File: config.mk
export PLATFORM = sky130hd
export DESIGN_NAME = mem_access
export DESIGN_NICKNAME = d
export VERILOG_FILES = /design/src/rtl/mem_pkg.sv /design/src/rtl/dmem_if_fsm.sv /design/src/rtl/mem_access.sv
export SDC_FILE = /design/constraint.sdc
export NUM_CORES = 1
export LEC_CHECK = 0
export CAP_MARGIN = 15
export CORE_MARGIN = 2
export CORE_UTILIZATION = 41
export CTS_CLUSTER_DIAMETER = 200
export DETAILED_ROUTE_END_ITERATION = 8
export HOLD_SLACK_MARGIN = 0.15
export PLACE_DENSITY = 0.85
export SYNTH_ARGS = -nofsm -noshare
export SYNTH_HDL_FRONTEND = slang
export SYNTH_SLANG_ARGS = --single-unit
File: constraint.sdc
create_clock -name CLK -period 5.75 [get_ports CLK]
set_input_delay 1.15 -clock CLK [delete_from_list [all_inputs] [get_ports CLK]]
set_output_delay 1.15 -clock CLK [all_outputs]
set_load 0.02 [all_outputs]
File: src/rtl/mem_pkg.sv
// mem_pkg: shared types and constants for the RV32IF memory stage.
//   mem_state_t : bus-access FSM states (IDLE, REQ, WAIT, DONE)
//   XLEN_DEF    : default data/address width
package mem_pkg;

  localparam int unsigned XLEN_DEF = 32;

  typedef enum logic [1:0] {
    IDLE = 2'd0,
    REQ  = 2'd1,
    WAIT = 2'd2,
    DONE = 2'd3
  } mem_state_t;

endpackage

File: src/rtl/dmem_if_fsm.sv
// dmem_if_fsm: data-memory bus sequencer for the memory stage.
// Captures the pending load/store, drives the req/gnt/rvalid bus, holds the
// returned load word and raises the pipeline stall while an access is open.
// Optional feature: define DMEM_ALIGN_CHECK_EN to trap misaligned accesses.
// Ports:
//   clk_i, rst_i         clock, asynchronous active-high reset
//   re_i, we_i           load / store request of the instruction in execute
//   addr_i, wdata_i      access address and store data (execute registers)
//   stall_o              pipeline hold request
//   dmem_*               data-memory bus
//   ld_q_o               last load word
//   misalign_err_o       sticky misaligned-access flag
module dmem_if_fsm import mem_pkg::*; #(
  parameter int unsigned XLEN = XLEN_DEF
) (
  input  logic            clk_i,
  input  logic            rst_i,
  input  logic            re_i,
  input  logic            we_i,
  input  logic [XLEN-1:0] addr_i,
  input  logic [XLEN-1:0] wdata_i,
  output logic            stall_o,
  output logic            dmem_req_o,
  output logic            dmem_we_o,
  output logic [XLEN-1:0] dmem_addr_o,
  output logic [XLEN-1:0] dmem_wdata_o,
  input  logic            dmem_gnt_i,
  input  logic            dmem_rvalid_i,
  input  logic [XLEN-1:0] dmem_rdata_i,
  output logic [XLEN-1:0] ld_q_o,
  output logic            misalign_err_o
);

  mem_state_t      state_q, state_d;
  logic            pend_ld_q, pend_ld_d;
  logic            pend_st_q, pend_st_d;
  logic [XLEN-1:0] ld_q, ld_d;
  logic            pend;
  logic            req;
  logic            misalign;

  assign pend    = pend_ld_q | pend_st_q;
  // Registered-only decode: no path from gnt/rvalid to the stall.
  assign stall_o = pend && (state_q != DONE);

`ifdef DMEM_ALIGN_CHECK_EN
  logic mis_q, mis_d;
  assign misalign = (addr_i[1:0] != 2'b00);
  assign mis_d    = mis_q | ((state_q == IDLE) && pend && misalign);
  always_ff @(posedge clk_i or posedge rst_i) begin
    if (rst_i) mis_q <= 1'b0;
    else       mis_q <= mis_d;
  end
  assign misalign_err_o = mis_q;
`else
  logic unused_addr_lo;
  assign unused_addr_lo = ^addr_i[1:0];
  assign misalign       = 1'b0;
  assign misalign_err_o = 1'b0;
`endif

  always_comb begin
    state_d   = state_q;
    ld_d      = ld_q;
    req       = 1'b0;
    // A new access is only taken while the pipeline is moving; DONE never
    // stalls, so the next access is captured on the DONE edge.
    pend_ld_d = stall_o ? pend_ld_q : re_i;
    pend_st_d = stall_o ? pend_st_q : we_i;
    unique case (state_q)
      IDLE: begin
        if (pend) begin
          if (misalign) begin
            state_d = DONE;
            if (pend_ld_q) ld_d = '0;
          end else begin
            req = 1'b1;
            if (dmem_gnt_i) state_d = pend_ld_q ? WAIT : DONE;
            else            state_d = REQ;
          end
        end
      end
      REQ: begin
        req = 1'b1;
        if (dmem_gnt_i) state_d = pend_ld_q ? WAIT : DONE;
      end
      WAIT: begin
        if (dmem_rvalid_i) begin
          ld_d    = dmem_rdata_i;
          state_d = DONE;
        end
      end
      DONE:    state_d = IDLE;
      default: state_d = IDLE;
    endcase
  end

  always_ff @(posedge clk_i or posedge rst_i) begin
    if (rst_i) begin
      state_q   <= IDLE;
      pend_ld_q <= 1'b0;
      pend_st_q <= 1'b0;
      ld_q      <= '0;
    end else begin
      state_q   <= state_d;
      pend_ld_q <= pend_ld_d;
      pend_st_q <= pend_st_d;
      ld_q      <= ld_d;
    end
  end

  // Load wins when both flags are set.
  assign dmem_req_o   = req;
  assign dmem_we_o    = req & pend_st_q & ~pend_ld_q;
  assign dmem_addr_o  = req ? {addr_i[XLEN-1:2], 2'b00} : '0;
  assign dmem_wdata_o = dmem_we_o ? wdata_i : '0;
  assign ld_q_o       = ld_q;

endmodule

File: src/rtl/mem_access.sv
// mem_access: memory stage of the RV32IF pipeline.
// Performs execute-stage loads/stores on the data-memory bus (via
// dmem_if_fsm), stalls the pipeline while an access is outstanding and
// registers the writeback bundle for the register-file stage.
// Optional feature: define DMEM_ALIGN_CHECK_EN to trap misaligned accesses.
// Ports:
//   CLK, RST                      clock, asynchronous active-high reset
//   RE_mem, WE_mem                load / store request
//   exe_result_ex, op2_ex         access address / ALU result, store data
//   Load_ex, WE_reg, WE_freg      execute-stage flags
//   rd_addr_ex                    destination register
//   Stall                         pipeline hold
//   dmem_*                        data-memory bus
//   wb_data, WE_reg_mem,
//   WE_freg_mem, rd_addr_mem      writeback bundle
//   misalign_err                  sticky misaligned-access flag
module mem_access import mem_pkg::*; #(
  parameter int unsigned XLEN = XLEN_DEF
) (
  input  logic            CLK,
  input  logic            RST,
  input  logic            RE_mem,
  input  logic            WE_mem,
  input  logic [XLEN-1:0] exe_result_ex,
  input  logic [XLEN-1:0] op2_ex,
  input  logic            Load_ex,
  input  logic            WE_reg,
  input  logic            WE_freg,
  input  logic [4:0]      rd_addr_ex,
  output logic            Stall,
  output logic            dmem_req,
  output logic            dmem_we,
  output logic [XLEN-1:0] dmem_addr,
  output logic [XLEN-1:0] dmem_wdata,
  input  logic            dmem_gnt,
  input  logic            dmem_rvalid,
  input  logic [XLEN-1:0] dmem_rdata,
  output logic [XLEN-1:0] wb_data,
  output logic            WE_reg_mem,
  output logic            WE_freg_mem,
  output logic [4:0]      rd_addr_mem,
  output logic            misalign_err
);

  logic [XLEN-1:0] ld_q;
  logic [XLEN-1:0] wb_data_q, wb_data_d;
  logic            we_reg_q, we_reg_d;
  logic            we_freg_q, we_freg_d;
  logic [4:0]      rd_addr_q, rd_addr_d;

  dmem_if_fsm #(
    .XLEN(XLEN)
  ) u_fsm (
    .clk_i          (CLK),
    .rst_i          (RST),
    .re_i           (RE_mem),
    .we_i           (WE_mem),
    .addr_i         (exe_result_ex),
    .wdata_i        (op2_ex),
    .stall_o        (Stall),
    .dmem_req_o     (dmem_req),
    .dmem_we_o      (dmem_we),
    .dmem_addr_o    (dmem_addr),
    .dmem_wdata_o   (dmem_wdata),
    .dmem_gnt_i     (dmem_gnt),
    .dmem_rvalid_i  (dmem_rvalid),
    .dmem_rdata_i   (dmem_rdata),
    .ld_q_o         (ld_q),
    .misalign_err_o (misalign_err)
  );

  always_comb begin
    wb_data_d = wb_data_q;
    we_reg_d  = we_reg_q;
    we_freg_d = we_freg_q;
    rd_addr_d = rd_addr_q;
    if (!Stall) begin
      wb_data_d = Load_ex ? ld_q : exe_result_ex;
      we_reg_d  = WE_reg;
      we_freg_d = WE_freg;
      rd_addr_d = rd_addr_ex;
    end
  end

  always_ff @(posedge CLK or posedge RST) begin
    if (RST) begin
      wb_data_q <= '0;
      we_reg_q  <= 1'b0;
      we_freg_q <= 1'b0;
      rd_addr_q <= '0;
    end else begin
      wb_data_q <= wb_data_d;
      we_reg_q  <= we_reg_d;
      we_freg_q <= we_freg_d;
      rd_addr_q <= rd_addr_d;
    end
  end

  assign wb_data     = wb_data_q;
  assign WE_reg_mem  = we_reg_q;
  assign WE_freg_mem = we_freg_q;
  assign rd_addr_mem = rd_addr_q;

endmodule

==> flow_summary.yaml, run 1 <==
synthesis:
  synth_area_leader_cell: "dfrtp_1"
  yosysTopAreaCellShare_pct: 50.6
  avgSynthCellArea_um2: 11.2
  synth_warnings: 0
  synth_mux_area_share_pct: 21.0
  synthTopCellsByArea: "dfrtp_1 51%, mux2_2 11%, mux2i_1 8.9%, and2_1 5.6%, nor2b_1 5.4%"
  synth_area_um2: 3710
  ys_seq_area_share_pct: 50.6
  synth_top_family_by_area: "multiplexers"
  synth-compound-area-share_pct: 5.47
  synth_xor_area_share_pct: 0
  ys_types: 27
  async_flop_share_pct: 100
  synth_fa_ha_area_share_pct: 1.69
  synthSimpleGateAreaFrac_pct: 16.2
  synthCells: 332
  ys_ff_latch: 75
  synth-edff-count: 0
  synth.most_common_cell: "dfrtp_1"
  synth_ff_type: "dfrtp_1"
  synth_commonest_cells: "75 x dfrtp_1, 37 x mux2_2, 35 x nor2_1"
grt:
  grt_util_all_layers_pct: 22.1
  busiest_layer: "met2"
  antenna_found_initial: 1
  grt_pass1_wl_mm: 17.0
  grt_use_met2_pct: 42.4
  met3_usage_pct: 5.62
  grt_pass1_vias: 3327
  grt.met1_usage_pct: 22.9
  overflow: 0
  grt_start_max_net_pins: 72
layout:
  nets: 653
  stdcell_count: 652
  areaGrowthSynthToFinish_pct: 64.2
  drive_gt1_share_pct: 11.6
  fin_area_um2: 6090
  nFillCells: 685
power_and_ir_drop:
  power.share.clock_pct: 13.6
  power_density_nw_per_um2: 539
  power_leakage_nw: 2.57
  switchingPower_w: 0.00130
  total_power_w: 0.00328
  p_sw_share_pct: 39.5
  ir_drop_uv: 297
  seqPwrFrac_pct: 29.2
  p_comb_share_pct: 57.2
  intPower_w: 0.00198
timing:
  finalSetupViolCount: 0
  worst_pin_slew_ns: 0.999
  max_freq_mhz: 259
  post-route-period-util_pct: 67.1
  rsz0062_at_grt: "no"
  slew_violations: 0
  skew_ns: 0.0145
  hold_viol: 0
  whs_ns: 0.508
  setup_tns_ns: 0
  period_minus_slack_ns: 3.86
  relSlewSlack_pct: 33.4
setup_path:
  crit_type: "reg -> out"
  required_ns: 4.60
  cp.arrival_ns: 2.71
  end_kind: "output pin"
  path_max_fanout: 18
  setup.worst_path.start_class: "register"
cts:
  cts_buffer_depth: 2
  cts_hold_buf: 0
  post_cts_buffers: 0
  root_buffer: "clkbuf_8"
  htreeDepth: 3
  post_cts_resized: 0
  clock_sinks: 75
  clk_latency_ns: 0.34
  clk_pin_slew_ns: 0.08
  cts_tree: "built"
  numCtsBuffers: 9
floorplan:
  die_h_um: 99.1
  dieArea_um2: 9820
  num_rows: 34
  die_width_um: 99.1
  core_um2: 8760
  start_util_pct: 42.3
  ios: 217
place:
  place.port_buffers: 213
  dp_cells: 635
  dpl_cell_area_um2: 5860
  dp_hpwl_mm: 8.31
  gp_congestion: 0.830
route:
  drt_iter0_markers: 79
  wl_per_cell_um: 16.6
  ant_nets: 0
  routed_wl_mm: 10.8
  dr_total_vias: 3194
  drc_errors: 0
  viasPerCell: 4.90
  drt_first_pass_iters: 4
job:
  drv_cap: 0
hold_path:
  min_path_type: "reg -> reg"
status:
  outcome: "finished, final reports clean"
[stage by stage]
stage	worst slack [ns]	util, %
finish	1.89	69.5
detailed placement	1.94	66.9
global placement	2.11	66.9
global route	1.65	69.5
CTS	1.57	69.4
floorplan	2.69	-
[state kept, by name, summed over array words and instances (netlist names)]
register         cells
WE_reg_mem           1
WE_freg_mem          1
u_fsm.pend_st_q      1
rd_addr_mem          5
u_fsm.pend_ld_q      1
u_fsm.state_q        2
u_fsm.ld_q_o        32
wb_data             32
[critical path: stages, from the launching register on]
cell and delay (ns):
dfrtp_1 0.40, inv_1 0.10, ha_1 0.23, o21a_1 0.12, nor2_2 0.55, buf_4 0.35, nor2b_1 0.07, clkdlybuf4s50_1 0.55
[layout by cell type (no fill, tap or decap), types with 2 or more instances in the layout]
| cell | Yosys | final |
|---|---|---|
| clkdlybuf4s50_1 | 0 | 212 |
| and2_1 | 33 | 33 |
| ha_1 | 5 | 5 |
| conb_1 | 1 | 3 |
| clkbuf_1 | 0 | 2 |
| mux2_2 | 37 | 37 |
| buf_4 | 4 | 4 |
| clkbuf_8 | 0 | 10 |
| bufinv_16 | 0 | 2 |
| inv_1 | 6 | 5 |
| mux2_4 | 2 | 2 |
| nor2b_1 | 32 | 32 |
| nand2_1 | 5 | 5 |
| dfrtp_1 | 75 | 75 |
| a21oi_1 | 33 | 33 |
| mux2i_1 | 33 | 33 |
| nor2_1 | 35 | 34 |
[cell families (layout without fill, tap and decap cells)]
group / Yosys count / in the layout
adder cells (fa/ha/maj): 5 / 5
multiplexers: 72 / 72
AND/OR/NAND/NOR: 111 / 111
AO/OA/AOI/OAI: 38 / 38
other: 1 / 4
buffers and inverters: 30 / 239
flip-flops: 75 / 75
[metal layers]
layer | vias up | share of wire, %
li1 | 1511 | -
met1 | 1519 | 35
met2 | 139 | 54
met3 | 25 | 7.2
met4 | 0 | 3.3
met5 | - | 0
[power by group through the flow]
stage,clock network [W],registers (W),logic (W)
floorplan,0,0.00110,0.000951
global placement,0,0.000947,0.00184
CTS,0.000453,0.000959,0.00189
global route,0.000477,0.000995,0.00201
detailed placement,0,0.000968,0.00189
finish,0.000445,0.000958,0.00188
[final cells by class]
| cell class | count | area, um^2 | area share (%) |
|---|---|---|---|
| clock buffer | 12 | 145 | 2.38 |
| tap | 108 | 135 | 2.22 |
| sequential | 75 | 1880 | 30.8 |
| antenna | 1 | 2.50 | 0.0411 |
| inverter | 6 | 22.5 | 0.370 |
| multi-input combinational | 229 | 1680 | 27.5 |
| clock inverter | 4 | 73.8 | 1.21 |
| timing repair buffer | 217 | 2160 | 35.4 |
[final timing paths]
| check | startpoint | to | slack (ns) | depth (start not counted) |
|---|---|---|---|---|
| setup / recovery | u_fsm.state_q[0]$_DFFE_PP0P_ | dmem_addr[18] | 1.89 | 7 |
| hold / removal | u_fsm.ld_q_o[13]$_DFFE_PP0P_ | u_fsm.ld_q_o[13]$_DFFE_PP0P_ | 0.51 | 1 |
| setup reg to reg | u_fsm.state_q[0]$_DFFE_PP0P_ | u_fsm.ld_q_o[1]$_DFFE_PP0P_ | 3.65 | 5 |
| hold reg to reg | u_fsm.ld_q_o[13]$_DFFE_PP0P_ | u_fsm.ld_q_o[13]$_DFFE_PP0P_ | 0.51 | 1 |
| max in group asynchronous | RST | wb_data[9]$_DFFE_PP0N_ | 3.49 | 3 |
| min in group asynchronous | RST | wb_data[14]$_DFFE_PP0N_ | 1.24 | 2 |
No activity file was read; power rests on OpenSTA's default activity.
==> run 2: changes to the inputs <==
--- a/config.mk
+++ b/config.mk
@@ -7,11 +7,11 @@
 export LEC_CHECK = 0
 export CAP_MARGIN = 15
 export CORE_MARGIN = 2
-export CORE_UTILIZATION = 41
+export CORE_UTILIZATION = 38
 export CTS_CLUSTER_DIAMETER = 200
 export DETAILED_ROUTE_END_ITERATION = 8
 export HOLD_SLACK_MARGIN = 0.15
-export PLACE_DENSITY = 0.85
+export PLACE_DENSITY = 0.8
 export SYNTH_ARGS = -nofsm -noshare
 export SYNTH_HDL_FRONTEND = slang
 export SYNTH_SLANG_ARGS = --single-unit
==> constraint.sdc (replaced) <==
create_clock -name CLK -period 3.8 [get_ports CLK]
set_input_delay 0.76 -clock CLK [delete_from_list [all_inputs] [get_ports CLK]]
set_output_delay 0.76 -clock CLK [all_outputs]
set_load 0.02 [all_outputs]
==> run 2 against run 1 <==
Effect of this change: non-clock buffer count grew 2; clock power is 49% higher; setup slack worse by 1.3 ns; critical path depth stayed put; clock-buffer cell count fell by 2; first-iteration DRC count down 13%; clock skew down 0.00077 ns; power is 52% higher; combinational power up 53%; final cell count increased by 3.8%; die area is 7.6% higher; sequential power rose by 50%; largest cell class unchanged.
==> flow_summary.yaml, run 2 (synthesis results as in run 1) <==
floorplan:
  die_width_um: 103
  ios: 217
  dieArea_um2: 10600
  num_rows: 36
  core_um2: 9640
  start_util_pct: 38.5
  die_h_um: 103
grt:
  grt_pass1_vias: 3007
  overflow: 0
  grt_start_max_net_pins: 72
  antenna_found_initial: 0
  grt_pass1_wl_mm: 15.1
  grt_util_all_layers_pct: 19.0
timing:
  setup_tns_ns: 0
  relSlewSlack_pct: 30.5
  slew_violations: 0
  post-route-period-util_pct: 84.1
  period_minus_slack_ns: 3.19
  rsz0062_at_grt: "no"
  hold_viol: 0
  skew_ns: 0.0137
  worst_pin_slew_ns: 1.04
  max_freq_mhz: 313
  finalSetupViolCount: 0
route:
  dr_total_vias: 3177
  drt_iter0_markers: 69
  wl_per_cell_um: 15.5
  viasPerCell: 4.69
  routed_wl_mm: 10.5
  drt_first_pass_iters: 4
  drc_errors: 0
  ant_nets: 0
place:
  dpl_cell_area_um2: 5930
  gp_congestion: 0.740
  place.port_buffers: 213
  dp_hpwl_mm: 7.99
  dp_cells: 662
power_and_ir_drop:
  power_leakage_nw: 2.58
  power.share.clock_pct: 13.4
  seqPwrFrac_pct: 29.0
  p_comb_share_pct: 57.7
  power_density_nw_per_um2: 809
  ir_drop_uv: 386
  switchingPower_w: 0.00196
  total_power_w: 0.00497
  p_sw_share_pct: 39.4
  intPower_w: 0.00302
layout:
  nets: 655
  fin_area_um2: 6150
  mostFrequentLayoutCell: "clkdlybuf4s50_1"
  layout_common_cells: "212 x clkdlybuf4s50_1, 75 x dfrtp_1, 37 x mux2_2"
  n_antenna_cell: 0
  drive_gt1_share_pct: 12.1
  stdcell_count: 677
  final_util_pct: 63.8
  areaGrowthSynthToFinish_pct: 65.8
setup_path:
  end_kind: "output pin"
  cp.arrival_ns: 2.43
  required_ns: 3.04
  reg2reg_depth: 5
  rr_endpoint: "u_fsm.ld_q_o[10]$_DFFE_PP0P_"
  reg2reg_slack_ns: 1.82
  r2r_start: "u_fsm.state_q[0]$_DFFE_PP0P_"
  crit_type: "reg -> out"
  setup.worst_path.start_class: "register"
  path_max_fanout: 33
cts:
  post_cts_buffers: 0
  post_cts_resized: 0
  cts_tree: "built"
  root_buffer: "clkbuf_8"
  htreeDepth: 3
  clk_pin_slew_ns: 0.07
  clock_sinks: 75
  clk_latency_ns: 0.34
  numCtsBuffers: 9
  cts_buffer_depth: 2
  cts_hold_buf: 0
hold_path:
  hp-start: "u_fsm.ld_q_o[28]$_DFFE_PP0P_"
  min_path_type: "reg -> reg"
  whs_endpoint: "u_fsm.ld_q_o[28]$_DFFE_PP0P_"
  holdPathStages: 1
job:
  drv_cap: 0
status:
  outcome: "finished, final reports clean"
## run 2: power groups by stage
| stage | Clock [W] | Combinational [W] | Sequential, W |
|---|---|---|---|
| 6_report | 0.000664 | 0.00287 | 0.00144 |
| 5_1_grt | 0.000720 | 0.00309 | 0.00149 |
| 4_1_cts | 0.000687 | 0.00291 | 0.00144 |
| 3_5_place_dp | 0 | 0.00290 | 0.00146 |
| 3_3_place_gp | 0 | 0.00283 | 0.00143 |
| 2_1_floorplan | 0 | 0.00144 | 0.00167 |
## run 2: cell type report
type / instances / area [um^2]
timing repair buffer: 219 / 2200
clock buffer: 10 / 138
multi-input combinational: 229 / 1670
clock inverter: 5 / 77.6
inverter: 6 / 22.5
sequential: 75 / 1880
tap: 133 / 166
fill: 797 / 3490
## run 2: critical path, cell delays in order (launching register included)
cell and delay [ns]:
dfrtp_1 0.40, inv_1 0.14, ha_1 0.24, nor2_1 0.07, nor3b_2 0.15, buf_4 0.26, and2_1 0.16, clkdlybuf4s50_1 0.69
## run 2: per-layer routing
layer / part of all wire [%] / up-vias / track usage [%]
li1: - / 1516 / -
met3: 7.2 / 11 / 4.34
met2: 54 / 129 / 36.0
met1: 37 / 1521 / 20.6
met5: 0 / - / 0
met4: 1.7 / 0 / 6.78
## run 2: per-stage QoR
step / worst slack, ns / hold WS (ns)
2_1_floorplan: 1.13 / 0.479
3_3_place_gp: 1.02 / 0.487
3_5_place_dp: 0.931 / 0.495
4_1_cts: 0.557 / 0.511
5_1_grt: 0.450 / 0.521
6_report: 0.606 / 0.504
## run 2: worst max path at each step
| stage | from | end | slack, ns | depth (start not counted) |
|---|---|---|---|---|
| after global routing | u_fsm.state_q[1]$_DFFE_PP0P_ | dmem_wdata[6] | 0.45 | 7 |
| after CTS | u_fsm.state_q[1]$_DFFE_PP0P_ | dmem_wdata[6] | 0.56 | 7 |
| after global placement | u_fsm.state_q[1]$_DFFE_PP0P_ | dmem_wdata[6] | 1.02 | 7 |
| final | u_fsm.state_q[1]$_DFFE_PP0P_ | dmem_wdata[6] | 0.61 | 7 |
| after detailed placement | u_fsm.state_q[1]$_DFFE_PP0P_ | dmem_wdata[6] | 0.93 | 7 |
| after floorplan | RST | WE_freg_mem$_DFFE_PP0N_ | 1.13 | 1 |
